[config.mk]
export PLATFORM = sky130hd
export DESIGN_NAME = ser_det_sched_flat
export DESIGN_NICKNAME = d
export VERILOG_FILES = /design/src/rtl/ser_det_pkg.sv /design/src/rtl/ser_det_sched_if.sv /design/src/rtl/ser_det_core.sv /design/src/rtl/ser_det_sched.sv /design/src/flat_wrapper.sv
export SDC_FILE = /design/constraint.sdc
export NUM_CORES = 1
export LEC_CHECK = 0
export BUFFER_PORTS_ARGS = -buffer_cell sky130_fd_sc_hd__clkbuf_2
export CORE_UTILIZATION = 45
export DETAILED_ROUTE_END_ITERATION = 8
export GPL_TIMING_DRIVEN = 0
export PLACE_DENSITY = 0.8
export SLEW_MARGIN = 0
export SYNTH_ARGS = -nofsm -noshare
export SYNTH_HDL_FRONTEND = slang
export SYNTH_SLANG_ARGS = --single-unit
[constraint.sdc]
create_clock -name CLK -period 1.9 [get_ports CLK]
set_input_delay 0.19 -clock CLK [delete_from_list [all_inputs] [get_ports CLK]]
set_output_delay 0.19 -clock CLK [all_outputs]
set_load 0.02 [all_outputs]
[src/rtl/ser_det_pkg.sv]
// Shared types and constants for the serial-detect scheduler (ser_det_sched).
// The optional per-requester hit counters are enabled with SER_DET_HIT_CNT_EN.
package ser_det_pkg;

    localparam int BYTE_W = 8;

    localparam logic [BYTE_W-1:0] DEFAULT_PATTERN = 8'hE5;

    typedef enum logic [1:0] {
        IDLE   = 2'd0,
        SHIFT  = 2'd1,
        REPORT = 2'd2
    } state_t;

    // Width of a requester ID; never narrower than one bit.
    function automatic int gid_width(input int n);
        return (n > 1) ? $clog2(n) : 1;
    endfunction

endpackage

[src/rtl/ser_det_sched_if.sv]
// Requester-side bus of the serial-detect scheduler.
//
// Handshake: REQ[i] is requester i's valid; it is a level held until GNT[i]
// and DIN[8i+7:8i] must be stable while it is high. GNT[i] is a one-cycle
// ready-and-taken pulse: the byte transfers in exactly the cycle GNT[i] is
// high, after which the requester may drop REQ[i] or present a new byte.
interface ser_det_sched_if #(
    parameter int NREQ = 4
);
    logic [NREQ-1:0]   REQ;
    logic [NREQ*8-1:0] DIN;
    logic [NREQ-1:0]   GNT;

    modport master (output REQ, output DIN, input GNT);
    modport slave  (input REQ, input DIN, output GNT);
endinterface

[src/rtl/ser_det_core.sv]
// Serial pattern detector: 8-bit history shift register plus comparator.
// History persists across frames; the hit flag is sticky until clr_flag.
module ser_det_core
    import ser_det_pkg::*;
#(
    parameter logic [BYTE_W-1:0] PATTERN = DEFAULT_PATTERN
) (
    input  logic CLK,
    input  logic RST,
    input  logic en,
    input  logic sbit,
    input  logic clr_flag,
    output logic hit
);

    logic [BYTE_W-1:0] history;
    logic [BYTE_W-1:0] history_nxt;

    // Next history value: oldest bit falls off the MSB end.
    always_comb begin
        history_nxt = {history[BYTE_W-2:0], sbit};
    end

    // Shift on valid bits only; set the frame flag on a match, clear on report.
    always_ff @(posedge CLK or posedge RST) begin
        if (RST) begin
            history <= '0;
            hit     <= 1'b0;
        end else begin
            if (en) begin
                history <= history_nxt;
                if (history_nxt == PATTERN) begin
                    hit <= 1'b1;
                end
            end
            if (clr_flag) begin
                hit <= 1'b0;
            end
        end
    end

endmodule

[src/rtl/ser_det_sched.sv]
// Round-robin scheduler sharing one parallel-to-serial shifter and serial
// pattern detector among NREQ byte requesters. Frame = 1 grant cycle,
// 8 shift cycles (MSB first), 1 report cycle.
// Optional feature: define SER_DET_HIT_CNT_EN to add HITCNT, a saturating
// per-requester count of frames that reported a hit.
module ser_det_sched
    import ser_det_pkg::*;
#(
    parameter int                NREQ    = 4,
    parameter logic [BYTE_W-1:0] PATTERN = DEFAULT_PATTERN,
    parameter int                CNTW    = 8,
    localparam int               GIDW    = gid_width(NREQ)
) (
    input  logic                 CLK,
    input  logic                 RST,
    ser_det_sched_if.slave       bus,
    output logic                 BUSY,
    output logic                 SOUT,
    output logic                 SVALID,
    output logic                 DONE,
    output logic                 HIT,
    output logic [GIDW-1:0]      GID,
    output state_t               dbg_state
`ifdef SER_DET_HIT_CNT_EN
    ,
    output logic [NREQ*CNTW-1:0] HITCNT
`endif
);

    state_t            state;
    state_t            state_nxt;
    logic [GIDW-1:0]   ptr;
    logic [BYTE_W-1:0] sreg;
    logic [2:0]        bcnt;

    logic              win_found;
    logic [GIDW-1:0]   win_idx;
    logic [GIDW-1:0]   cidx;
    int                cand;
    logic              load;
    logic [NREQ-1:0]   gnt;
    logic              core_hit;

    logic [BYTE_W-1:0] din_b [NREQ];

    // Split the flat DIN bus into one byte per requester.
    for (genvar i = 0; i < NREQ; i++) begin : g_din
        assign din_b[i] = bus.DIN[i*BYTE_W +: BYTE_W];
    end

    // Round-robin arbitration: first set REQ searching upward from ptr+1.
    always_comb begin
        win_found = 1'b0;
        win_idx   = '0;
        cand      = 0;
        cidx      = '0;
        for (int i = 1; i <= NREQ; i++) begin
            cand = int'(ptr) + i;
            if (cand >= NREQ) begin
                cand = cand - NREQ;
            end
            cidx = GIDW'(cand);
            if (!win_found && bus.REQ[cidx]) begin
                win_found = 1'b1;
                win_idx   = cidx;
            end
        end
    end

    // FSM next state and grant; grants only in IDLE and never during reset.
    always_comb begin
        state_nxt = state;
        gnt       = '0;
        load      = 1'b0;
        case (state)
            IDLE: begin
                if (win_found && !RST) begin
                    gnt       = NREQ'(1) << win_idx;
                    load      = 1'b1;
                    state_nxt = SHIFT;
                end
            end
            SHIFT: begin
                if (bcnt == 3'd7) begin
                    state_nxt = REPORT;
                end
            end
            REPORT: begin
                state_nxt = IDLE;
            end
            default: begin
                state_nxt = IDLE;
            end
        endcase
    end

    // FSM state register.
    always_ff @(posedge CLK or posedge RST) begin
        if (RST) begin
            state <= IDLE;
        end else begin
            state <= state_nxt;
        end
    end

    // Datapath: capture the winner's byte on grant, then shift MSB-first.
    always_ff @(posedge CLK or posedge RST) begin
        if (RST) begin
            ptr  <= GIDW'(NREQ - 1);
            sreg <= '0;
            bcnt <= '0;
        end else if (load) begin
            ptr  <= win_idx;
            sreg <= din_b[win_idx];
            bcnt <= '0;
        end else if (state == SHIFT) begin
            sreg <= {sreg[BYTE_W-2:0], 1'b0};
            bcnt <= bcnt + 3'd1;
        end
    end

    ser_det_core #(
        .PATTERN (PATTERN)
    ) u_core (
        .CLK      (CLK),
        .RST      (RST),
        .en       (SVALID),
        .sbit     (SOUT),
        .clr_flag (DONE),
        .hit      (core_hit)
    );

    // Outputs are decoded from registered state so reset forces them to 0.
    always_comb begin
        SVALID    = (state == SHIFT);
        DONE      = (state == REPORT);
        SOUT      = SVALID & sreg[BYTE_W-1];
        HIT       = DONE & core_hit;
        GID       = DONE ? ptr : '0;
        BUSY      = SVALID | DONE;
        bus.GNT   = gnt;
        dbg_state = state;
    end

`ifdef SER_DET_HIT_CNT_EN
    logic [CNTW-1:0] hcnt [NREQ];

    for (genvar i = 0; i < NREQ; i++) begin : g_hcnt
        // Saturating count of hit frames reported for requester i.
        always_ff @(posedge CLK or posedge RST) begin
            if (RST) begin
                hcnt[i] <= '0;
            end else if (DONE && HIT && (ptr == GIDW'(i)) && (hcnt[i] != {CNTW{1'b1}})) begin
                hcnt[i] <= hcnt[i] + CNTW'(1);
            end
        end
        assign HITCNT[i*CNTW +: CNTW] = hcnt[i];
    end
`endif

endmodule
[src/flat_wrapper.sv]
// flat-port wrapper written by rule: the top's interface ports become plain ports
module ser_det_sched_flat import ser_det_pkg::*;
#(
    parameter int                NREQ    = 4,
    parameter logic [BYTE_W-1:0] PATTERN = DEFAULT_PATTERN,
    parameter int                CNTW    = 8,
    localparam int               GIDW    = gid_width(NREQ)
)
  (CLK, RST, BUSY, SOUT, SVALID, DONE, HIT, GID, dbg_state, bus_REQ, bus_DIN, bus_GNT);
  ser_det_sched_if #(.NREQ(NREQ)) bus_i ();
  input  logic CLK;
  input  logic RST;
  output logic BUSY;
  output logic SOUT;
  output logic SVALID;
  output logic DONE;
  output logic HIT;
  output logic [GIDW-1:0] GID;
  output state_t dbg_state;
  input wire logic [$bits(bus_i.REQ)-1:0] bus_REQ;
  input wire logic [$bits(bus_i.DIN)-1:0] bus_DIN;
  output wire logic [$bits(bus_i.GNT)-1:0] bus_GNT;
  assign bus_i.REQ = bus_REQ;
  assign bus_i.DIN = bus_DIN;
  assign bus_GNT = bus_i.GNT;
  ser_det_sched #(.NREQ(NREQ), .PATTERN(PATTERN), .CNTW(CNTW)) u_core (.CLK(CLK), .RST(RST), .bus(bus_i), .BUSY(BUSY), .SOUT(SOUT), .SVALID(SVALID), .DONE(DONE), .HIT(HIT), .GID(GID), .dbg_state(dbg_state));
endmodule
After elaboration in Yosys (flattened, before gate mapping)
Index checks and enable logic that the tools add are counted.

word-level totals
  input bits = 38
  word-level logic and storage cells = 87
  register bits = 23

cells by class
  add/subtract/negate cells = 9
  bitwise operators = 4
  order comparisons = 9
  mux-type cells = 38
  reduce and logical (&&, ||, !) cells = 14
  shift-type cells = 1
  equality and inequality tests = 6

operator list
  operator               count
  $mux W8                4
  $mux W2                11
  $bmux W8 S2            1
  $mux W1                13
  $ge A3 B3 Y1 const B   4
  $lt A2 B3 Y1 const B   4
  $bmux W1 S2            4
  $eq A8 B8 Y1 const B   1
  $mux W4                2
  $sub A2 B1 Y2 const B  4
  $add A2 B2 Y3 const B  2
  $mux W3                2
  $reduce_bool A2 Y1     3
  $add A2 B3 Y4 const B  1
  $ge A4 B3 Y1 const B   1
  $logic_and A1 B1 Y1    4
  $logic_not A1 Y1       4
  $ne A2 B1 Y1 const B   2
  $pmux W2 S2            1
  $reduce_and A2 Y1      2
  $shl A1 B2 Y4 const A  1
  $add A2 B1 Y3 const B  1
  $add A3 B1 Y3 const B  1
  $eq A3 B3 Y1 const B   1
  other kinds (6)        7

Longest topological paths before layout
  word-level depth = 20
  depth in mapped cells = 8
  gate-level depth less buffers = 7

Modules after synthesis
From an unflattened synthesis, not the netlist that was laid out.

second synthesis, totals
  cells, all modules = 153
  area, all modules = 1606.5 um^2

modules (own cells, without submodules)
  module         times used  cells an instance  sequential area each (um^2)  area each (um^2)
  ser_det_sched  1           131                377.9                        1270.0
  ser_det_core   1           22                 200.2                        336.6

Worst setup path before layout
OpenSTA, ideal clock, no wires.

  kind = register to register
  start = register u_core.state[1] (netlist: u_core.dbg_state[1])
  end = register u_core.u_core.history[1]
  clock period less this slack = 2001 ps
  stages on the path, launching flop included = 6
  arrival time = 1877 ps
  library setup time = 125 ps
  setup slack = -101 ps
  path through = dfrtp_1 inv_1 ha_1 clkbuf_1 clkbuf_1 mux2_2

between the ends
  cells in the longest elaborated chain, start to end = 1

RTL lines
  element                   RTL line              source
  start: declaration        ser_det_sched.sv:30   state_t state;
  start signal: assignment  ser_det_sched.sv:102  state <= state_nxt;
  $eq A2 B1 Y1              ser_det_sched.sv:135  SVALID = (state == SHIFT);
  via SVALID                flat_wrapper.sv:15    output logic SVALID;
  end signal: assignment    ser_det_core.sv:31    history <= history_nxt;
  end: declaration          ser_det_core.sv:16    logic [BYTE_W-1:0] history;

The timed path passes the listed nets, and every way through them passes these cells.
A chain may end at the register's enable or synchronous reset.

Worst setup path after layout
  start = register u_core.ptr[0]
  end = output bus_GNT[0]

between the ends
  cells in the longest elaborated chain, start to end = 18

RTL lines
  element                                                      RTL line                                  source
  start: declaration                                           ser_det_sched.sv:32                       logic [GIDW-1:0] ptr;
  start signal: assignment                                     ser_det_sched.sv:109                      ptr <= GIDW'(NREQ - 1);
  start signal: assignment                                     ser_det_sched.sv:113                      ptr <= win_idx;
  $add A2 B1 Y3                                                ser_det_sched.sv:58                       cand = int'(ptr) + i;
  $ge A3 B3 Y1 / $sub A2 B1 Y2 (equally long branches)         ser_det_sched.sv:59, ser_det_sched.sv:60
  $mux W2                                                      ser_det_sched.sv:59                       if (cand >= NREQ) begin
  $bmux W1 S2                                                  ser_det_sched.sv:63                       if (!win_found && bus.REQ[cidx]) begin
  $mux W1 (not written as such)                                ser_det_sched.sv:63
  $mux W1                                                      ser_det_sched.sv:63
  $logic_not A1 Y1                                             ser_det_sched.sv:63
  $logic_and A1 B1 Y1                                          ser_det_sched.sv:63
  [2 not listed]                                               n/a
  $logic_and A1 B1 Y1                                          ser_det_sched.sv:63
  $mux W1                                                      ser_det_sched.sv:63
  $logic_not A1 Y1                                             ser_det_sched.sv:63
  $logic_and A1 B1 Y1                                          ser_det_sched.sv:63
  $mux W2 / $mux W1 (equally long branches)                    ser_det_sched.sv:63
  $shl A1 B2 Y4 / $logic_and A1 B1 Y1 (equally long branches)  ser_det_sched.sv:78, ser_det_sched.sv:77
  $mux W4 *                                                    ser_det_sched.sv:77                       if (win_found && !RST) begin
  $mux W4 *                                                    ser_det_sched.sv:75                       case (state)
  end: declaration                                             flat_wrapper.sv:22                        output wire logic [$bits(bus_i.GNT)-1:0] bus_GNT;

Every way passes the cells marked *; elsewhere a longest branch is shown, timed or not. The select of a mux whose other input is x is not followed.

==> impl_metrics.ini <==
[outcome]
status = complete, but fails checks
violations = negative setup slack

[hold_path]
hp-class = input port to async pin

[synth]
ys_top_cells_by_count = a211oi_1, dfrtp_1, inv_1
yosys_warnings = 0
yosysMostFrequentCell = a211oi_1
syn_area_um2 = 1508
synth-seq-cells = 23
syn_nets = 194
ys.flop_type = dfrtp_1
synth_seq_area_share = 0.3834
ys_async_sr_fraction = 1.000
synth_top_area_frac = 0.3485
synth_cell_type_count = 35
synth.area.top_cells = dfrtp_1, a211oi_1, mux2i_1
synth_top_area_cell = dfrtp_1
synth_edf_count = 0
avgSynthCellArea_um2 = 10.05
netlist_instances = 150

[setup_path]
crit_fanout = 8
crit_chain = nand2b_1, a21o_1, buf_6, and3_4, and3_1, clkbuf_8
crit_buf_inv = 2
slowest_delay_ns = 0.57
cp_top_family = flip-flops
crit_slowest_cell = dfstp_2
path_class = flop to output pin
worstPathArrival_ns = 1.83
reg2regPathDepth = 8
crit_required_ns = 1.71
start_kind = flop
path_depth = 6
worst_setup_path_end_kind = output pin

[layout]
nets = 267
drive_gt1_frac = 0.4820
fin_area_um2 = 2110
fin_cells = 266
multi_input_area_um2 = 882.1
diodes = 0
final_core_util = 0.6744
fillers = 240
syn_to_final_growth_pct = 39.92
register_area_um2 = 578.1

[clocking]
cts_tree = done
clk_latency_ns = 0.31
clk_pin_slew_ns = 0.13
numCtsBuffers = 3
clock_sink_count = 23
cts_hold_buffers = 0
root_buffer = clkbuf_4
cts_buffer_depth = 2
htree_levels = 1

[sta]
setup_viol = 4
fin_ws_ns = -0.1182
grt_setup_unrepaired = true
slew_headroom = 0.4268
tightest_slew_ns = 0.8589
drv_slew = 0
skew_ns = 0.009310
tns_ns = -0.3921
fin_crit_sh = 1.062
hold_viol = 0
clock.fmax_mhz = 495.5
layout_min_cycle_time_ns = 2.018

[routing]
wire_per_inst_um = 14.73
dr.first_iter.drc_count = 73
ant_nets = 0
num_vias = 1430
post_drt_via_cell_ratio = 5.376
first_pass_iters = 4
wirelength_um = 3919
drc = 0

[pwr]
p_sw_w = 0.001236
pwr-share-comb = 0.639
p_int_w = 0.001813
power_frac_clock = 0.073
swShare = 0.4053
leakagePower_nw = 1.054
ir_drop_uv = 707.4
cellPowerDensity_nw_per_um2 = 1445
p_seq_frac = 0.288

[global_routing]
grt_start_max_net_pins = 24
grt_antenna_before_repair = 0
grt.total_usage = 0.1976
grt_pass1_wl_um = 5292
overflow = 0
grt_pass1_vias = 1181

[place]
dp_hpwl_um = 2496
gp_congestion = 0.7626
placed_cells = 244
dpl_cell_area_um2 = 1821
numPortBuffers = 50

[floorplanning]
die_w_um = 59.88
die_h_um = 59.88
ios = 51
core-area_um2 = 3128
start_util = 0.4820
design.die.area_um2 = 3586
num_rows = 20

[job]
max_cap_violations = 0
[layout by cell type (no fill, tap or decap), types with 2 or more instances in the layout]
master / n
nor2b_1: 2
a21o_1: 2
ha_1: 5
nor2_1: 10
a211oi_2: 4
a21oi_1: 4
buf_6: 4
buf_4: 19
a211oi_1: 19
nand2b_1: 4
inv_1: 13
clkbuf_8: 2
mux2_2: 7
clkbuf_2: 47
nor2_4: 2
dfrtp_1: 21
o21ai_0: 2
clkbuf_4: 4
a31oi_1: 9
dfstp_2: 2
and2_1: 8
mux2i_1: 9
[stage by stage]
stage	total power [W]	hold slack, ns	setup slack, ns
final	0.003049	0.04628	-0.1182
after global routing	0.003260	0.1211	-0.1915
after CTS	0.002808	0.06647	-0.09304
after detailed placement	0.002368	0.4142	-0.1737
after global placement	0.002322	0.4031	-0.1534
after floorplan	0.002021	0.1904	0.01095
[power groups by stage]
stage                     Sequential (W)  Clock [W]  Combinational, W
after floorplan                 0.000877          0           0.00114
after global placement          0.000885          0           0.00144
after detailed placement        0.000899          0           0.00147
after CTS                       0.000866   0.000228           0.00171
after global routing            0.000907   0.000245           0.00211
final                           0.000878   0.000223           0.00195
[cell families (layout without fill, tap and decap cells)]
kind of cell / Yosys count / after routing / share of synthesized area
buf+inv: 21 / 93 / 0.08299
mux: 17 / 17 / 0.1187
flops: 23 / 23 / 0.3834
xor+xnor: 1 / 1 / 0.005810
simple gates: 38 / 38 / 0.1486
fa+ha+maj: 6 / 6 / 0.04979
compound gates: 44 / 44 / 0.2108
[metal layers]
metal | global-route usage | share of wire | vias to the layer above
met3 | 0.03247 | 0.034 | 6
met2 | 0.3238 | 0.51 | 41
met5 | 0 | 0 | -
li1 | - | - | 692
met4 | 0.02990 | 0.012 | 0
met1 | 0.2789 | 0.44 | 691
[sequential cells by signal (all words and copies together), names as in the netlist]
register               flops
u_core.sreg                8
u_core.u_core.history      7
u_core.bcnt                3
u_core.dbg_state           2
u_core.ptr                 2
u_core.u_core.hit          1
[path summary, 6_finish.rpt]
kind	startpoint	to	slack, ns
setup reg to reg	u_core.ptr[0]	u_core.sreg[7]	0.03
hold reg to reg	u_core.u_core.history[6]	u_core.u_core.history[6]	0.52
min in group CLK	bus_DIN[22]	u_core.sreg[6]	0.20
hold / removal	RST	u_core.sreg[6]	0.05
max in group asynchronous	RST	u_core.u_core.history[3]	1.32
setup / recovery	u_core.ptr[0]	bus_GNT[0]	-0.12
[final cells by class]
| type | instances | area share |
|---|---|---|
| Clock inverter | 1 | 0.002372 |
| Sequential cell | 23 | 0.2740 |
| Clock buffer | 3 | 0.01068 |
| Timing Repair Buffer | 70 | 0.2129 |
| Inverter | 13 | 0.02313 |
| Multi-Input combinational cell | 106 | 0.4182 |
| Buffer | 6 | 0.03262 |
| Tap cell | 44 | 0.02610 |
[what timing repair did]
item                                    CTS  global route
gates cloned                              0             1
gates resized for setup                  18            13
endpoints found under the setup margin   15            12
setup buffers                            13             6
pin swaps                                 3             6
No activity file was read; power rests on OpenSTA's default activity.
